$ cat src/rtl/pattern_stream_gen.sv
// rtl/pattern_stream_gen.sv - multi-mode raster test-pattern source on a valid/ready pixel stream
module pattern_stream_gen #(
  parameter int WIDTH      = 640,
  parameter int HEIGHT     = 480,
  parameter int B_WIDTH    = 10,
  parameter int B_HEIGHT   = 9,
  parameter int B_VGA      = 4,
  parameter int CHECK_LOG2 = 3
) (
  input  logic                 clock_i,
  input  logic                 reset_n_i,
  input  logic                 init_i,
  input  logic                 fclock_i,
  input  logic [1:0]           mode_i,
  input  logic [3*B_VGA-1:0]   color_i,
  input  logic                 ready_i,
  output logic                 valid_o,
  output logic [B_WIDTH-1:0]   xout_o,
  output logic [B_HEIGHT-1:0]  yout_o,
  output logic [3*B_VGA-1:0]   rgbout_o,
  output logic                 sof_o,
  output logic                 eol_o,
  output logic                 eof_o,
  output logic                 busy_o,
  output logic                 overrun_o,
  output logic [15:0]          frames_o
);

  typedef enum logic [1:0] {S_IDLE, S_ARMED, S_RUN} state_t;

  state_t                state_q;
  logic                  init_q;
  logic [1:0]            mode_q;
  logic [3*B_VGA-1:0]    color_q;
  logic [B_WIDTH-1:0]    x_q, x_d;
  logic [B_HEIGHT-1:0]   y_q, y_d;
  logic                  valid_q, sof_q, eol_q, eof_q, overrun_q;
  logic [3*B_VGA-1:0]    rgb_q;
  logic [15:0]           frames_q;
  logic                  eol_d, eof_d;

  // Gradient level is x left-justified into B_VGA bits, so narrow rasters still span the range.
  function automatic logic [3*B_VGA-1:0] pixel_rgb(input logic [1:0] m,
                                                   input logic [3*B_VGA-1:0] c,
                                                   input logic [B_WIDTH-1:0] x,
                                                   input logic ybit);
    logic [B_VGA-1:0]   g;
    logic [2:0]         b;
    logic [3*B_VGA-1:0] r;
    g = B_VGA'({x, {B_VGA{1'b0}}} >> B_WIDTH);
    b = x[B_WIDTH-1 -: 3];
    case (m)
      2'd0: r = c;
      2'd1: r = {(|c[3*B_VGA-1 -: B_VGA]) ? g : {B_VGA{1'b0}},
                 (|c[2*B_VGA-1 -: B_VGA]) ? g : {B_VGA{1'b0}},
                 (|c[B_VGA-1:0])          ? g : {B_VGA{1'b0}}};
      2'd2: r = {{B_VGA{b[2]}}, {B_VGA{b[1]}}, {B_VGA{b[0]}}};
      // The square at the origin carries the foreground colour.
      default: r = (x[CHECK_LOG2] == ybit) ? c : {3*B_VGA{1'b0}};
    endcase
    return r;
  endfunction

  always_comb begin
    x_d = x_q + 1'b1;
    y_d = y_q;
    if (x_q == B_WIDTH'(WIDTH - 1)) begin
      x_d = '0;
      y_d = y_q + 1'b1;
    end
    eol_d = (x_d == B_WIDTH'(WIDTH - 1));
    eof_d = eol_d && (y_d == B_HEIGHT'(HEIGHT - 1));
  end

  always_ff @(posedge clock_i or negedge reset_n_i) begin
    if (!reset_n_i) begin
      state_q   <= S_IDLE;
      init_q    <= 1'b0;
      mode_q    <= '0;
      color_q   <= '0;
      x_q       <= '0;
      y_q       <= '0;
      valid_q   <= 1'b0;
      sof_q     <= 1'b0;
      eol_q     <= 1'b0;
      eof_q     <= 1'b0;
      overrun_q <= 1'b0;
      rgb_q     <= '0;
      frames_q  <= '0;
    end else begin
      init_q    <= init_i;
      overrun_q <= (state_q == S_RUN) && fclock_i;
      case (state_q)
        S_IDLE: begin
          if (init_i && !init_q) state_q <= S_ARMED;
        end
        S_ARMED: begin
          if (fclock_i) begin
            state_q <= S_RUN;
            mode_q  <= mode_i;
            color_q <= color_i;
            x_q     <= '0;
            y_q     <= '0;
            valid_q <= 1'b1;
            sof_q   <= 1'b1;
            eol_q   <= 1'b0;
            eof_q   <= 1'b0;
            rgb_q   <= pixel_rgb(mode_i, color_i, '0, 1'b0);
          end
        end
        S_RUN: begin
          if (valid_q && ready_i) begin
            if (eof_q) begin
              valid_q  <= 1'b0;
              sof_q    <= 1'b0;
              eol_q    <= 1'b0;
              eof_q    <= 1'b0;
              frames_q <= frames_q + 16'd1;
              state_q  <= init_i ? S_ARMED : S_IDLE;
            end else begin
              x_q   <= x_d;
              y_q   <= y_d;
              sof_q <= 1'b0;
              eol_q <= eol_d;
              eof_q <= eof_d;
              rgb_q <= pixel_rgb(mode_q, color_q, x_d, y_d[CHECK_LOG2]);
            end
          end
        end
        default: state_q <= S_IDLE;
      endcase
    end
  end

  assign valid_o   = valid_q;
  assign xout_o    = x_q;
  assign yout_o    = y_q;
  assign rgbout_o  = rgb_q;
  assign sof_o     = sof_q;
  assign eol_o     = eol_q;
  assign eof_o     = eof_q;
  assign busy_o    = (state_q == S_RUN);
  assign overrun_o = overrun_q;
  assign frames_o  = frames_q;

endmodule

$ cat config.mk
export PLATFORM = sky130hd
export DESIGN_NAME = pattern_stream_gen
export DESIGN_NICKNAME = d
export VERILOG_FILES = /design/src/rtl/pattern_stream_gen.sv
export SDC_FILE = /design/constraint.sdc
export NUM_CORES = 1
export LEC_CHECK = 0
export BUFFER_PORTS_ARGS = -buffer_cell sky130_fd_sc_hd__buf_2
export CAP_MARGIN = 20
export CORE_ASPECT_RATIO = 2
export CORE_MARGIN = 5
export CORE_UTILIZATION = 35
export CTS_CLUSTER_SIZE = 10
export DETAILED_ROUTE_END_ITERATION = 8
export GPL_ROUTABILITY_DRIVEN = 0
export PLACE_DENSITY = 0.59
export SKIP_LAST_GASP = 1
export SLEW_MARGIN = 10
export SYNTH_ARGS = -nofsm -noshare
export SYNTH_HDL_FRONTEND = slang
export SYNTH_SLANG_ARGS = --single-unit
export TNS_END_PERCENT = 50
$ cat constraint.sdc
create_clock -name clock_i -period 2.7 [get_ports clock_i]
set_input_delay 0.54 -clock clock_i [delete_from_list [all_inputs] [get_ports clock_i]]
set_output_delay 0.54 -clock clock_i [all_outputs]
set_load 0.05 [all_outputs]
==> results of run 1 <==
power groups by stage:
| stage | combinational [µW] | sequential [µW] | clock, µW |
|---|---|---|---|
| finish | 1530 | 1470 | 1110 |
| CTS | 1530 | 1470 | 1130 |
| detailed placement | 1530 | 1480 | 0 |
| floorplan | 782 | 1730 | 0 |
| global placement | 1510 | 1480 | 0 |
| global route | 1660 | 1500 | 1170 |
worst max-delay path: stages, from the launching register on:
cell and delay, ps:
dfrtp_1 500, nand2b_1 380, inv_1 230, buf_4 200, buf_2 270
state kept, by name, indices dropped and copies added, names as in the netlist:
| signal | flops |
|---|---|
| color_q | 12 |
| mode_q | 2 |
| eol_o | 1 |
| eof_o | 1 |
| sof_o | 1 |
| valid_o | 1 |
| yout_o | 9 |
| overrun_o | 1 |
| frames_o | 16 |
| rgbout_o | 12 |
| state_q | 2 |
| xout_o | 10 |
| init_q | 1 |
placed cells by master, fill, tap and decap left out, types with 8 or more instances in the layout:
master,synthesis,routed
nand2_1,84,84
buf_2,7,71
dfrtp_1,69,69
a21oi_1,42,41
nor2_1,35,35
o21ai_0,22,22
nand3_1,17,17
xnor2_1,15,15
o31ai_1,13,13
buf_4,3,13
a31oi_1,10,10
and3_1,9,9
clkbuf_16,0,9
nand4_1,8,8
layer usage:
layer	track usage [%]	share of wire, %
met5	0	0
met4	9.366	4.5
met3	3.263	3.9
met2	33.98	55
met1	18.83	37
worst min-delay path by stage:
| stage | startpoint | depth (start not counted) | to |
|---|---|---|---|
| global route | reset_n_i | 1 | frames_o[7] |
| detailed placement | eol_o | 2 | eol_o |
| floorplan | reset_n_i | 0 | color_q[0] |
| global placement | frames_o[15] | 1 | frames_o[15] |
| finish | reset_n_i | 1 | frames_o[7] |
| CTS | reset_n_i | 1 | frames_o[7] |
area by class of cell:
| class | instances | area share, % |
|---|---|---|
| repair buffers | 85 | 10.07 |
| clock buffers | 12 | 5.459 |
| clock inverters | 4 | 0.4794 |
| multi-input cells | 344 | 42.96 |
| inverters | 7 | 0.5593 |
| flip-flops and latches | 69 | 36.75 |
| well taps | 140 | 3.728 |
through the flow:
stage	cell area (µm²)	power, µW	hold WS [ps]	setup slack (ps)	utilization, %
5_1_grt	4698	4329	279.8	110.7	42.92
3_3_place_gp	4419	2996	456.5	455.5	40.37
4_1_cts	4698	4128	250.9	244.3	42.92
6_report	4698	4104	236.3	241.6	42.92
2_1_floorplan	3908	2512	244.4	275.7	-
3_5_place_dp	4419	3012	466.9	325.3	40.37
logic make-up (layout without fill, tap and decap cells):
| group | Yosys count | in the layout | share of synthesized area, % |
|---|---|---|---|
| compound gates | 117 | 117 | 19.21 |
| fa+ha+maj | 3 | 3 | 0.9607 |
| xor+xnor | 22 | 22 | 4.931 |
| flops | 69 | 69 | 44.19 |
| mux | 2 | 2 | 0.5443 |
| buf+inv | 35 | 108 | 4.258 |
| simple gates | 200 | 200 | 25.91 |
==> out/qor.csv, run 1 <==
metric,value,unit
RR Endpoint,rgbout_o[3],
number of synthesized flops with an enable pin,0,
"Reg clk slew, reported paths",50,ps
combinational fraction of design power,37.2,%
Layout Nets,538,
ANT cells,0,
drt first pass iters,4,
switch share,42.28,%
Tmin final,2458,ps
Yosys reg bits,69,
r2r startpoint,xout_o[0],
largest area contributor in the netlist,dfrtp_1,
Antenna Violating Nets Remaining,0,
switching power,1735,µW
Setup-failing EPs final,0,
core box area,10950,µm²
Crit. Startpoint,state_q[0],
htree depth,3,
Arrival @ worst endpoint,1920,ps
Die Width,84.72,µm
worst reg-to-reg path cell count,6,
Detailed Place HPWL,9.148,mm
most used flip-flop cell after synthesis,dfrtp_1,
initial core utilization,35.70,%
storage element area,1727,µm²
multi-input combinational cell area,2018,µm²
DP Cell Count,645,
CTS root buf,clkbuf_16,
final hold violation count,0,
gr usage total,18.23,%
clk sinks,69,
"FFs w/ async S/R, synth",100.0,%
post-synth net total,470,
number of hold buffers added after CTS,0,
Netlist cell types,59,
Layout fillers,1152,
Worst-Margin Slew,760.5,ps
yosys warns,0,
DR WL/cell,18.20,µm
ratio of cells with drive above 1 in the final layout,21.88,%
IO Count,72,
total gr overflow,0,
Crit Path Class,flop to output port,
Post-CTS Resized,0,
"Slew Viols, Final",0,
RSZ-0062 raised after global routing,false,
DRC errors left,0,
register share of total power,35.8,%
hold crit path type,input pin to async pin,
Via Count,3672,
DRT Wirelength,12.03,mm
Final Skew,6.978,ps
Worst VDD drop,581.9,µV
CTS tree,yes,
Leakage,0.002234,µW
Mapped Cells,448,
die area,13510,µm²
setup TNS,0,ps
Post-Syn Area,3907,µm²
Pwr per Cell Area,873.5,nW/µm²
Reg2Reg Setup Slack,290,ps
Post-synth top cells,"nand2_1 (84), dfrtp_1 (69), a21oi_1 (42), nor2_1 (35), o21ai_0 (22)",
status,"finished, final reports clean",
"Data required, critical path",2160,ps
max-slew headroom at the worst pin,49.13,%
initial antenna violation count,0,
Die Y-Extent,159.4,µm
TritonCTS buffer count,9,
Area growth syn-to-layout,20.24,%
Int Power,2369,µW
Syn Area/Cell,8.722,µm²
"Seq/Total Area, Yosys",44.19,%
top cell type's share of synthesized area,44.19,%
destination of the critical timing path,busy_o,
number of DRC violations after detailed-routing iteration 0,183,
CP startpoint kind,flop,
Clock Latency Late Sink,340,ps
Via density,5.555,
global-route wire length before repair,19.69,mm
Post-Layout Cell Count,661,
Clk pwr share,26.9,%
f_max,0.4068,GHz
# Max-Cap Violations,0,
worst-path fanout max,12,
CTS max path bufs,2,
PortBufs,71,
Post-CTS Setup Inserts,0,
"count leader, synth",nand2_1,
vias in the first global route,3882,
Core Rows,54,
dominant cells by area after synthesis,"dfrtp_1 (44%), nand2_1 (8.1%), a21oi_1 (5.4%), nor2_1 (3.4%), xnor2_1 (3.4%)",
Crit. End Element,output port,
Final period util,91.05,%
largest net degree at the start of global routing,40,
Power figures use the tool's default switching activity.
==> run 2: changes to the inputs <==
- RECOVER_POWER: default -> 50
==> out/qor.csv, run 2 (synthesis results as in run 1) <==
metric,value,unit,change
Fin Hold WS,335.4,ps,+99.07 ps
initial core utilization,35.70,%,unchanged
Setup-failing EPs final,0,,unchanged
"commonest non-fill, non-tap cell in the layout",nand2_1,,
"Data required, critical path",2160,ps,about the same
initial antenna violation count,0,,unchanged
Antenna Violating Nets Remaining,0,,unchanged
TritonCTS buffer count,9,,unchanged
Worst-Margin Slew,1563,ps,+802.4 ps
number of hold buffers added after CTS,0,,unchanged
M2 GR Usage,33.98,%,unchanged
worst-path fanout max,12,,unchanged
ratio of cells with drive above 1 in the final layout,19.77,%,-2.1 points
final hold violation count,0,,unchanged
hold crit path type,input pin to flop,,
CTS max path bufs,2,,unchanged
switching power,1733,µW,-0.12%
DP Cell Count,645,,unchanged
Clock Latency Late Sink,330,ps,about the same
largest net degree at the start of global routing,40,,unchanged
drt first pass iters,4,,unchanged
Die Width,84.72,µm,unchanged
power consumption,4083,µW,-0.51%
f_max,0.4053,GHz,-0.36%
Detailed Place HPWL,9.148,mm,unchanged
Clk pwr share,27.0,%,about the same
Crit. End Element,output port,,
RSZ-0062 raised after global routing,false,,
Pwr per Cell Area,873.9,nW/µm²,about the same
htree depth,3,,unchanged
Area growth syn-to-layout,19.56,%,
PortBufs,71,,unchanged
Via Count,3653,,-0.52%
DR WL/cell,18.14,µm,-0.36%
CP startpoint kind,flop,,
"slowest stage cell, crit path",dfrtp_1,,
Crit Path Class,flop to output port,,
Die Y-Extent,159.4,µm,unchanged
setup slack after placement,325.3,ps,unchanged
gr usage total,18.23,%,unchanged
Final period util,91.38,%,+0.33 points
max reg flops,16,,unchanged
most frequent cells in the layout,"nand2_1 (84), dfrtp_1 (69), buf_2 (63), a21oi_1 (41), nor2_1 (35)",,
"slowest stage delay, CP",500,ps,about the same
Layout Nets,538,,unchanged
switch share,42.45,%,+0.16 points
"delay-heaviest family, CP",buffers and inverters,,
Worst VDD drop,579.1,µV,-0.49%
global-route wire length before repair,19.69,mm,unchanged
"Slew Viols, Final",26,,+26
ANT cells,0,,unchanged
# Max-Cap Violations,1,,+1
Tmin final,2467,ps,+8.902 ps
grt met3 use,3.263,%,unchanged
status,finished with violations,,
IO Count,72,,unchanged
M1 GR Usage,18.83,%,unchanged
"critical path, cell by cell",nand2b_1 > inv_1 > buf_4 > buf_2,,
failing checks,"capacitance limit, slew limit",,
setup TNS,0,ps,unchanged
core box area,10950,µm²,unchanged
"Reg clk slew, reported paths",50,ps,about the same
number of DRC violations after detailed-routing iteration 0,157,,-14%
Post-CTS Resized,0,,unchanged
total gr overflow,0,,unchanged
Final Skew,5.877,ps,-1.100 ps
Via density,5.526,,-0.52%
CTS root buf,clkbuf_16,,
CP Buf/Inv Count,3,,unchanged
register share of total power,36.0,%,+0.2 points
Post-Layout Cell Count,661,,unchanged
clk sinks,69,,unchanged
vias in the first global route,3882,,unchanged
combinational fraction of design power,37.0,%,-0.2 points
Core Rows,54,,unchanged
die area,13510,µm²,unchanged
max-slew headroom at the worst pin,-4.194,%,-53 points
DRT Wirelength,11.99,mm,-0.36%
Post-CTS Setup Inserts,0,,unchanged
GR peak layer,met2,,
DRC errors left,0,,unchanged
Leakage,0.002192,µW,-1.8%
Arrival @ worst endpoint,1930,ps,about the same
Worst Slack Setup Final,232.7,ps,-8.902 ps
Int Power,2350,µW,-0.80%
CTS tree,yes,,
## run 2: stage by stage
| stage | utilization (%) | instance area [µm²] |
|---|---|---|
| 4_1_cts | 42.92 | 4698 |
| 5_1_grt | 42.68 | 4672 |
| 6_report | 42.68 | 4672 |
| 3_3_place_gp | 40.37 | 4419 |
| 2_1_floorplan | - | 3908 |
| 3_5_place_dp | 40.37 | 4419 |
## run 2: worst paths after layout
kind	slack [ps]	start	cells after the start	endpoint
worst max-delay path	230	state_q[0]	4	busy_o
worst min-delay path	340	init_i	1	init_q
worst max register to register	260	xout_o[0]	6	rgbout_o[3]
worst min register to register	470	eol_o	2	eol_o
max in group asynchronous	740	reset_n_i	2	overrun_o
min in group asynchronous	590	reset_n_i	1	frames_o[7]
## run 2: layer usage
metal,routed length [µm],up-vias
met5,0,-
met4,546,0
met3,490,38
met2,6597,102
met1,4354,1770
li1,-,1743
## run 2: power groups by stage
stage	logic, µW	clock network (µW)	registers (µW)
6_report	1510	1100	1470
5_1_grt	1640	1170	1500
3_5_place_dp	1530	0	1480
2_1_floorplan	782	0	1730
4_1_cts	1530	1130	1470
3_3_place_gp	1510	0	1480
## run 2: layout make-up
cell class	instances	area, µm²
Fill cell	1157	6274
Multi-Input combinational cell	344	2018
Sequential cell	69	1727
Timing Repair Buffer	85	446.7
Clock buffer	12	256.5
Tap cell	140	175.2
Inverter	7	26.28
Clock inverter	4	22.52
## run 2: worst register-to-register path: cells and delay by family (launching register included)
kind,cells,cell delay [ps]
simple gates,2,830
fa+ha+maj,1,330
flops,1,350
compound gates,3,790
